File: src/rtl/rriscv_pkg.sv
// Shared types and constants for the data-memory controller.
// Holds the access-size and FSM-state encodings plus the alignment fault check.
package rriscv_pkg;

  localparam int XLEN          = 32;
  localparam int DATA_MEM_SIZE = 64;

  typedef enum logic [1:0] {
    MEM_B = 2'b00,
    MEM_H = 2'b01,
    MEM_W = 2'b10
  } mem_size_e;

  typedef enum logic [1:0] {
    IDLE = 2'b00,
    WAIT = 2'b01,
    RESP = 2'b10
  } dmem_state_e;

  typedef logic [XLEN-1:0] data_mem_type_t [DATA_MEM_SIZE];

  // The 2'b11 size encoding is reserved and always faults.
  function automatic logic access_fault(mem_size_e size, logic [1:0] lane);
    logic f;
    case (size)
      MEM_B:   f = 1'b0;
      MEM_H:   f = lane[0];
      MEM_W:   f = (lane != 2'b00);
      default: f = 1'b1;
    endcase
    return f;
  endfunction

endpackage

File: src/rtl/dmem_ctrl_if.sv
// Request/response bus of the data-memory controller.
// Signal names carry the controller's direction suffixes.
interface dmem_ctrl_if #(
  parameter int XLEN = rriscv_pkg::XLEN
);
  import rriscv_pkg::*;

  logic            req_valid_i;
  logic            req_ready_o;
  logic            req_we_i;
  mem_size_e       req_size_i;
  logic            req_unsigned_i;
  logic [XLEN-1:0] req_addr_i;
  logic [XLEN-1:0] req_wdata_i;
  logic            rsp_valid_o;
  logic [XLEN-1:0] rsp_rdata_o;
  logic            rsp_err_o;

  modport slave (
    input  req_valid_i, req_we_i, req_size_i, req_unsigned_i, req_addr_i, req_wdata_i,
    output req_ready_o, rsp_valid_o, rsp_rdata_o, rsp_err_o
  );

  modport master (
    output req_valid_i, req_we_i, req_size_i, req_unsigned_i, req_addr_i, req_wdata_i,
    input  req_ready_o, rsp_valid_o, rsp_rdata_o, rsp_err_o
  );

endinterface

File: src/rtl/dmem_align.sv
// Byte-lane alignment: write enables, store-data replication and load extraction.
// Purely combinational; the lane is the low two address bits.
module dmem_align
  import rriscv_pkg::*;
#(
  parameter int XLEN = rriscv_pkg::XLEN
) (
  input  mem_size_e       size_i,
  input  logic            unsigned_i,
  input  logic [1:0]      lane_i,
  input  logic [XLEN-1:0] wdata_i,
  input  logic [XLEN-1:0] rword_i,
  output logic [3:0]      be_o,
  output logic [XLEN-1:0] wdata_o,
  output logic [XLEN-1:0] rdata_o
);

  logic [XLEN-1:0] shifted;

  always_comb begin
    be_o    = '0;
    wdata_o = '0;
    rdata_o = '0;
    shifted = rword_i >> {lane_i, 3'b000};
    case (size_i)
      MEM_B: begin
        be_o    = 4'b0001 << lane_i;
        wdata_o = {4{wdata_i[7:0]}};
        rdata_o = unsigned_i ? {{(XLEN-8){1'b0}}, shifted[7:0]}
                             : {{(XLEN-8){shifted[7]}}, shifted[7:0]};
      end
      MEM_H: begin
        be_o    = 4'b0011 << lane_i;
        wdata_o = {2{wdata_i[15:0]}};
        rdata_o = unsigned_i ? {{(XLEN-16){1'b0}}, shifted[15:0]}
                             : {{(XLEN-16){shifted[15]}}, shifted[15:0]};
      end
      MEM_W: begin
        be_o    = 4'b1111;
        wdata_o = wdata_i;
        rdata_o = rword_i;
      end
      default: begin
        be_o    = '0;
        wdata_o = '0;
        rdata_o = '0;
      end
    endcase
  end

endmodule

File: src/rtl/dmem_ctrl.sv
// Data-memory controller: resettable word array with byte/half/word access
// and a fixed, parameterised response latency.
//
// state | meaning
// IDLE  | no request outstanding, ready for a new one
// WAIT  | request captured, counting down remaining latency
// RESP  | response presented; may accept the next request
module dmem_ctrl
  import rriscv_pkg::*;
#(
  parameter int XLEN    = rriscv_pkg::XLEN,
  parameter int DEPTH   = rriscv_pkg::DATA_MEM_SIZE,
  parameter int LATENCY = 1
) (
  input logic        clk_i,
  input logic        rst_n_i,
  dmem_ctrl_if.slave bus
);

  localparam int CW = $clog2(LATENCY + 1);
  localparam int AW = (DEPTH > 1) ? $clog2(DEPTH) : 1;

  if (XLEN != 32) begin : g_xlen_chk
    $error("dmem_ctrl: XLEN must be 32");
  end
  if ((LATENCY < 1) || (LATENCY > 4)) begin : g_lat_chk
    $error("dmem_ctrl: LATENCY must be within 1..4");
  end

  dmem_state_e     state_q, state_d;
  logic [CW-1:0]   cnt_q, cnt_d;
  logic [XLEN-1:0] rdata_q, rdata_d;
  logic            err_q, err_d;
  logic [XLEN-1:0] mem_q [DEPTH];

  logic            ready;
  logic            accept;
  logic            oob;
  logic            req_err;
  logic [AW-1:0]   widx;
  logic [XLEN-1:0] rword;
  logic [3:0]      be;
  logic [XLEN-1:0] wdata_rep;
  logic [XLEN-1:0] ld_data;

  assign widx    = bus.req_addr_i[AW+1:2];
  assign oob     = (bus.req_addr_i[XLEN-1:2] >= (XLEN-2)'(DEPTH));
  assign req_err = oob | access_fault(bus.req_size_i, bus.req_addr_i[1:0]);
  // Out-of-range indices are never used: req_err masks both read and write.
  assign rword   = oob ? '0 : mem_q[widx];

  dmem_align #(.XLEN(XLEN)) u_align (
    .size_i     (bus.req_size_i),
    .unsigned_i (bus.req_unsigned_i),
    .lane_i     (bus.req_addr_i[1:0]),
    .wdata_i    (bus.req_wdata_i),
    .rword_i    (rword),
    .be_o       (be),
    .wdata_o    (wdata_rep),
    .rdata_o    (ld_data)
  );

  always_comb begin
    state_d = state_q;
    cnt_d   = cnt_q;
    rdata_d = rdata_q;
    err_d   = err_q;
    ready   = 1'b0;
    case (state_q)
      IDLE: ready = 1'b1;
      WAIT: begin
        cnt_d = cnt_q - CW'(1);
        if (cnt_q == CW'(1)) state_d = RESP;
      end
      RESP: begin
        ready   = 1'b1;
        state_d = IDLE;
      end
      default: state_d = IDLE;
    endcase
    accept = bus.req_valid_i & ready;
    if (accept) begin
      state_d = (LATENCY == 1) ? RESP : WAIT;
      cnt_d   = CW'(LATENCY - 1);
      err_d   = req_err;
      rdata_d = (req_err | bus.req_we_i) ? '0 : ld_data;
    end
  end

  always_ff @(posedge clk_i or negedge rst_n_i) begin
    if (!rst_n_i) begin
      state_q <= IDLE;
      cnt_q   <= '0;
      rdata_q <= '0;
      err_q   <= 1'b0;
    end else begin
      state_q <= state_d;
      cnt_q   <= cnt_d;
      rdata_q <= rdata_d;
      err_q   <= err_d;
    end
  end

  always_ff @(posedge clk_i or negedge rst_n_i) begin
    if (!rst_n_i) begin
      for (int i = 0; i < DEPTH; i++) mem_q[i] <= '0;
    end else if (accept && bus.req_we_i && !req_err) begin
      for (int b = 0; b < 4; b++) begin
        if (be[b]) mem_q[widx][8*b +: 8] <= wdata_rep[8*b +: 8];
      end
    end
  end

  assign bus.req_ready_o = ready;
  assign bus.rsp_valid_o = (state_q == RESP);
  assign bus.rsp_rdata_o = rdata_q;
  assign bus.rsp_err_o   = err_q;

endmodule

File: src/flat_wrapper.sv
// flat-port wrapper written by rule: the top's interface ports become plain ports
module dmem_ctrl_flat import rriscv_pkg::*;
#(
  parameter int XLEN    = rriscv_pkg::XLEN,
  parameter int DEPTH   = rriscv_pkg::DATA_MEM_SIZE,
  parameter int LATENCY = 1
)
  (clk_i, rst_n_i, bus_req_valid_i, bus_req_we_i, bus_req_size_i, bus_req_unsigned_i, bus_req_addr_i, bus_req_wdata_i, bus_req_ready_o, bus_rsp_valid_o, bus_rsp_rdata_o, bus_rsp_err_o);
  dmem_ctrl_if #(.XLEN(XLEN)) bus_i ();
  input logic clk_i;
  input logic rst_n_i;
  input wire logic [$bits(bus_i.req_valid_i)-1:0] bus_req_valid_i;
  input wire logic [$bits(bus_i.req_we_i)-1:0] bus_req_we_i;
  input wire logic [$bits(bus_i.req_size_i)-1:0] bus_req_size_i;
  input wire logic [$bits(bus_i.req_unsigned_i)-1:0] bus_req_unsigned_i;
  input wire logic [$bits(bus_i.req_addr_i)-1:0] bus_req_addr_i;
  input wire logic [$bits(bus_i.req_wdata_i)-1:0] bus_req_wdata_i;
  output wire logic [$bits(bus_i.req_ready_o)-1:0] bus_req_ready_o;
  output wire logic [$bits(bus_i.rsp_valid_o)-1:0] bus_rsp_valid_o;
  output wire logic [$bits(bus_i.rsp_rdata_o)-1:0] bus_rsp_rdata_o;
  output wire logic [$bits(bus_i.rsp_err_o)-1:0] bus_rsp_err_o;
  assign bus_i.req_valid_i = bus_req_valid_i;
  assign bus_i.req_we_i = bus_req_we_i;
  assign bus_i.req_size_i = bus_req_size_i;
  assign bus_i.req_unsigned_i = bus_req_unsigned_i;
  assign bus_i.req_addr_i = bus_req_addr_i;
  assign bus_i.req_wdata_i = bus_req_wdata_i;
  assign bus_req_ready_o = bus_i.req_ready_o;
  assign bus_rsp_valid_o = bus_i.rsp_valid_o;
  assign bus_rsp_rdata_o = bus_i.rsp_rdata_o;
  assign bus_rsp_err_o = bus_i.rsp_err_o;
  dmem_ctrl #(.XLEN(XLEN), .DEPTH(DEPTH), .LATENCY(LATENCY)) u_core (.clk_i(clk_i), .rst_n_i(rst_n_i), .bus(bus_i));
endmodule
File: config.mk
export PLATFORM = sky130hd
export DESIGN_NAME = dmem_ctrl_flat
export DESIGN_NICKNAME = d
export VERILOG_FILES = /design/src/rtl/rriscv_pkg.sv /design/src/rtl/dmem_ctrl_if.sv /design/src/rtl/dmem_align.sv /design/src/rtl/dmem_ctrl.sv /design/src/flat_wrapper.sv
export SDC_FILE = /design/constraint.sdc
export NUM_CORES = 2
export LEC_CHECK = 0
export CAP_MARGIN = 30
export CELL_PAD_IN_SITES_DETAIL_PLACEMENT = 0
export CELL_PAD_IN_SITES_GLOBAL_PLACEMENT = 1
export CORE_MARGIN = 3
export CORE_UTILIZATION = 40
export CTS_CLUSTER_DIAMETER = 120
export DETAILED_ROUTE_END_ITERATION = 7
export GPL_TIMING_DRIVEN = 0
export PLACE_DENSITY = 0.61
export SLEW_MARGIN = 20
export SYNTH_ARGS = -nofsm -noshare
export SYNTH_HDL_FRONTEND = slang
export SYNTH_HIERARCHICAL = 1
export SYNTH_SLANG_ARGS = --single-unit
File: constraint.sdc
create_clock -name clk_i -period 2.7 [get_ports clk_i]
set_input_delay 0.81 -clock clk_i [delete_from_list [all_inputs] [get_ports clk_i]]
set_output_delay 0.81 -clock clk_i [all_outputs]
set_load 0.005 [all_outputs]
==> flow_metrics.py <==
metrics = {
    "run_status": {
        "outcome": "finished, violations left",
        "violations": "negative hold slack, negative setup slack",
    },
    "yosys": {
        "synth_fp_nets": 7213,
        "netlist.area_leader.share": 0.527,
        "synth_top_area_cell": "dfrtp_1",
        "syn_area_um2": 98800,
        "seq_area_frac_synth": 0.527,
        "synth_warnings": 6,
        "syn_inst": 7142,
        "synth_flop_cell": "dfrtp_1",
        "synth.avg_cell_area_um2": 13.8,
        "async_flop_share": 1.00,
        "ys_top_cells_by_area": "dfrtp_1 (53%), mux2_2 (17%), mux2_1 (7.5%), mux4_2 (2.6%), o22ai_1 (2.3%)",
        "synth_cell_types": 86,
        "synth_edf_count": 0,
        "synth-seq-cells": 2082,
    },
    "worst_setup_path": {
        "arrival_ns": 4.36,
        "critPathLaunchType": "primary input",
        "setup.worst_path.class": "in2reg",
        "critPathRequiredTime_ns": 3.45,
        "path_max_fanout": 12,
        "endpoint_kind": "flip-flop",
    },
    "global_routing": {
        "antenna_found_initial": 113,
        "overflow": 0,
        "grt_max_degree": 147,
        "grt_pass1_vias": 73200,
        "grt_first_pass_wirelength_um": 762000,
        "grt_use_total": 0.466,
    },
    "detailed_routing": {
        "drtIter0Drc": 12200,
        "drt_pass1_iterations": 6,
        "wire_per_inst_um": 52.7,
        "finalWirelength_um": 605000,
        "vias_per_cell": 7.00,
        "drt.antenna.violating_nets": 0,
        "drc_errors": 0,
        "vias": 80200,
    },
    "worst_hold_path": {
        "hp-class": "in2async",
    },
    "clocking": {
        "htreeDepth": 4,
        "cts_inserted_buffers": 230,
        "insertion_delay_ns": 0.90,
        "cts.clk_slew.worst_paths_ns": 0.06,
        "cts.sinks": 2082,
        "cts_root_buffer": "clkbuf_16",
        "clockBufferDepth": 3,
        "cts_tree": "done",
    },
    "floorplan": {
        "dieWidth_um": 503,
        "die_area_um2": 253000,
        "fp.coreArea_um2": 245000,
        "die_y_um": 503,
        "pin_count": 106,
        "floorplan.initialDensity": 0.404,
        "rows": 181,
    },
    "placed_design": {
        "dp_hpwl_um": 410000,
        "numPortBuffers": 102,
        "dpl-instance-area_um2": 108000,
        "place.gp.congestion": 1.05,
    },
    "sta": {
        "fmax_ghz": 0.277,
        "hold_violations": 4,
        "setup_tns_ns": -173.09,
        "slew_viol_final": 0,
        "layout_min_cycle_time_ns": 3.61,
        "rsz0062_at_grt": "yes",
        "slew_headroom": 0.0671,
        "setup_slack_ns": -0.908,
        "period_share": 1.34,
        "worst_pin_slew_ns": 1.40,
        "final-setup-viol-count": 1608,
        "whs_ns": -0.0215,
        "fin_skew_ns": 0.0648,
    },
    "final_layout": {
        "area_growth_pct": 28.9,
        "nFillCells": 20800,
        "mostFrequentLayoutCells": "dfrtp_1 (2082), mux2_2 (1464), mux2_1 (455)",
        "final_nets": 8028,
        "design_area_um2": 127000,
        "fin_util": 0.521,
        "final_common_cell": "dfrtp_1",
        "drive_gt1_frac": 0.473,
    },
    "pwr": {
        "p_total_w": 0.0737,
        "leakage_nw": 62.2,
        "ir_drop_mv": 0.650,
        "power_density_nw_per_um2": 579,
    },
    "flow_run": {
        "drv_cap": 0,
    },
}
## report_power, final
group,internal (W),switching (W),leakage (nW),total [W]
sequential,0.0312,0.000000149,29.1,0.0312
combinational,0.00242,0.00689,29.2,0.00931
clock,0.0191,0.0142,3.91,0.0332
total,0.0527,0.0211,62.2,0.0737
## sequential cells by signal, indices dropped and copies added (netlist names)
signal / cells
u_core/bus.rsp_rdata_o: 32
u_core/state_q: 1
u_core/mem_q: 2048
u_core/bus.rsp_err_o: 1
## area by class of cell
class | count | area [um2] | area share
clock inverter | 84 | 1090 | 0.00854
clock buffer | 342 | 6840 | 0.0537
tap | 3202 | 4010 | 0.0315
inverter | 37 | 158 | 0.00124
antenna | 118 | 295 | 0.00232
sequential | 2082 | 52100 | 0.409
buffer | 571 | 7160 | 0.0562
multi-input combinational | 4443 | 47800 | 0.375
timing repair buffer | 592 | 7930 | 0.0622
## cells by family (layout without fill, tap and decap cells)
| logic type | count (synthesis) | count (layout) | share of synthesized area |
|---|---|---|---|
| flip-flops | 2082 | 2082 | 0.527 |
| buffers and inverters | 617 | 1626 | 0.0315 |
| other | 1 | 119 | 0.0000379 |
| multiplexers | 2563 | 2563 | 0.309 |
| AND/OR/NAND/NOR | 730 | 730 | 0.0551 |
| AO/OA/AOI/OAI | 1149 | 1149 | 0.0771 |
## repair_timing
| item | CTS | global route |
|---|---|---|
| cloned | 2 | 24 |
| pin swaps | 29 | 69 |
| endpoints found under the setup margin | 2339 | 2331 |
| hold buffers | 2 | 0 |
| resized for setup | 828 | 1056 |
| setup buffers | 132 | 187 |
| endpoints found under the hold margin | 63 | 0 |
## routing by layer
metal  share of wire  global-route usage  wire (um)
met1            0.36               0.570     218000
met2            0.39               0.604     233000
met3            0.15               0.228      90400
met4            0.10               0.395      61700
met5          0.0020              0.0207       1230
## stage by stage
step           hold slack, ns  std cells  worst slack (ns)
6_report              -0.0215      11500            -0.908
5_1_grt                0.0112      11400            -0.816
4_1_cts                0.0175      11100            -0.781
3_5_place_dp            0.475      10600             -4.58
3_3_place_gp            0.468      10400            -96.46
2_1_floorplan           0.456       7142            -0.660
## worst paths after layout
| check | slack [ns] | cells after the start | startpoint | end |
|---|---|---|---|---|
| worst max-delay path | -0.91 | 18 | bus_req_addr_i[2] | u_core/bus.rsp_rdata_o[27]$_DFFE_PN0P_ |
| worst min-delay path | -0.02 | 2 | rst_n_i | u_core/mem_q[1092]$_DFFE_PN0P_ |
| worst max register to register | -0.61 | 12 | u_core/mem_q[647]$_DFFE_PN0P_ | u_core/bus.rsp_rdata_o[27]$_DFFE_PN0P_ |
| worst min register to register | 0.49 | 1 | u_core/mem_q[627]$_DFFE_PN0P_ | u_core/mem_q[627]$_DFFE_PN0P_ |
| max in group asynchronous | 0 | 5 | rst_n_i | u_core/mem_q[1130]$_DFFE_PN0P_ |
| min in group clk_i | 0.27 | 2 | bus_req_valid_i | u_core/state_q[1]$_DFFE_PN0P_ |
## critical path, cell delays in order
cell	delay, ns
buf_12	0.11
buf_12	0.16
buf_16	0.17
buf_16	0.17
buf_16	0.19
buf_12	0.25
buf_12	0.30
a211oi_2	0.16
a211oi_4	0.36
nor4_4	0.09
buf_12	0.16
nor2b_1	0.13
a211o_1	0.30
a32o_2	0.30
buf_6	0.15
a21o_1	0.15
nand2_1	0.07
o21ai_1	0.08
## synth_stat cells (all sizes together), types with 5 or more instances
library cell,number
mux2,2286
dfrtp,2082
nand2,415
o22ai,365
clkbuf,302
buf,278
o21ai,197
a21oi,165
mux2i,158
o221ai,157
nor2,147
mux4,119
a22oi,57
a211oi,40
inv,37
nor4,30
nor2b,28
a21o,26
a221oi,22
nor3,22
a2bb2oi,20
o22a,15
nand2b,14
and2,13
o211ai,11
o31ai,11
a22o,10
nand3,10
or3,10
a211o,9
and3,8
or2,6
a31oi,5
No activity file was read; power rests on OpenSTA's default activity.
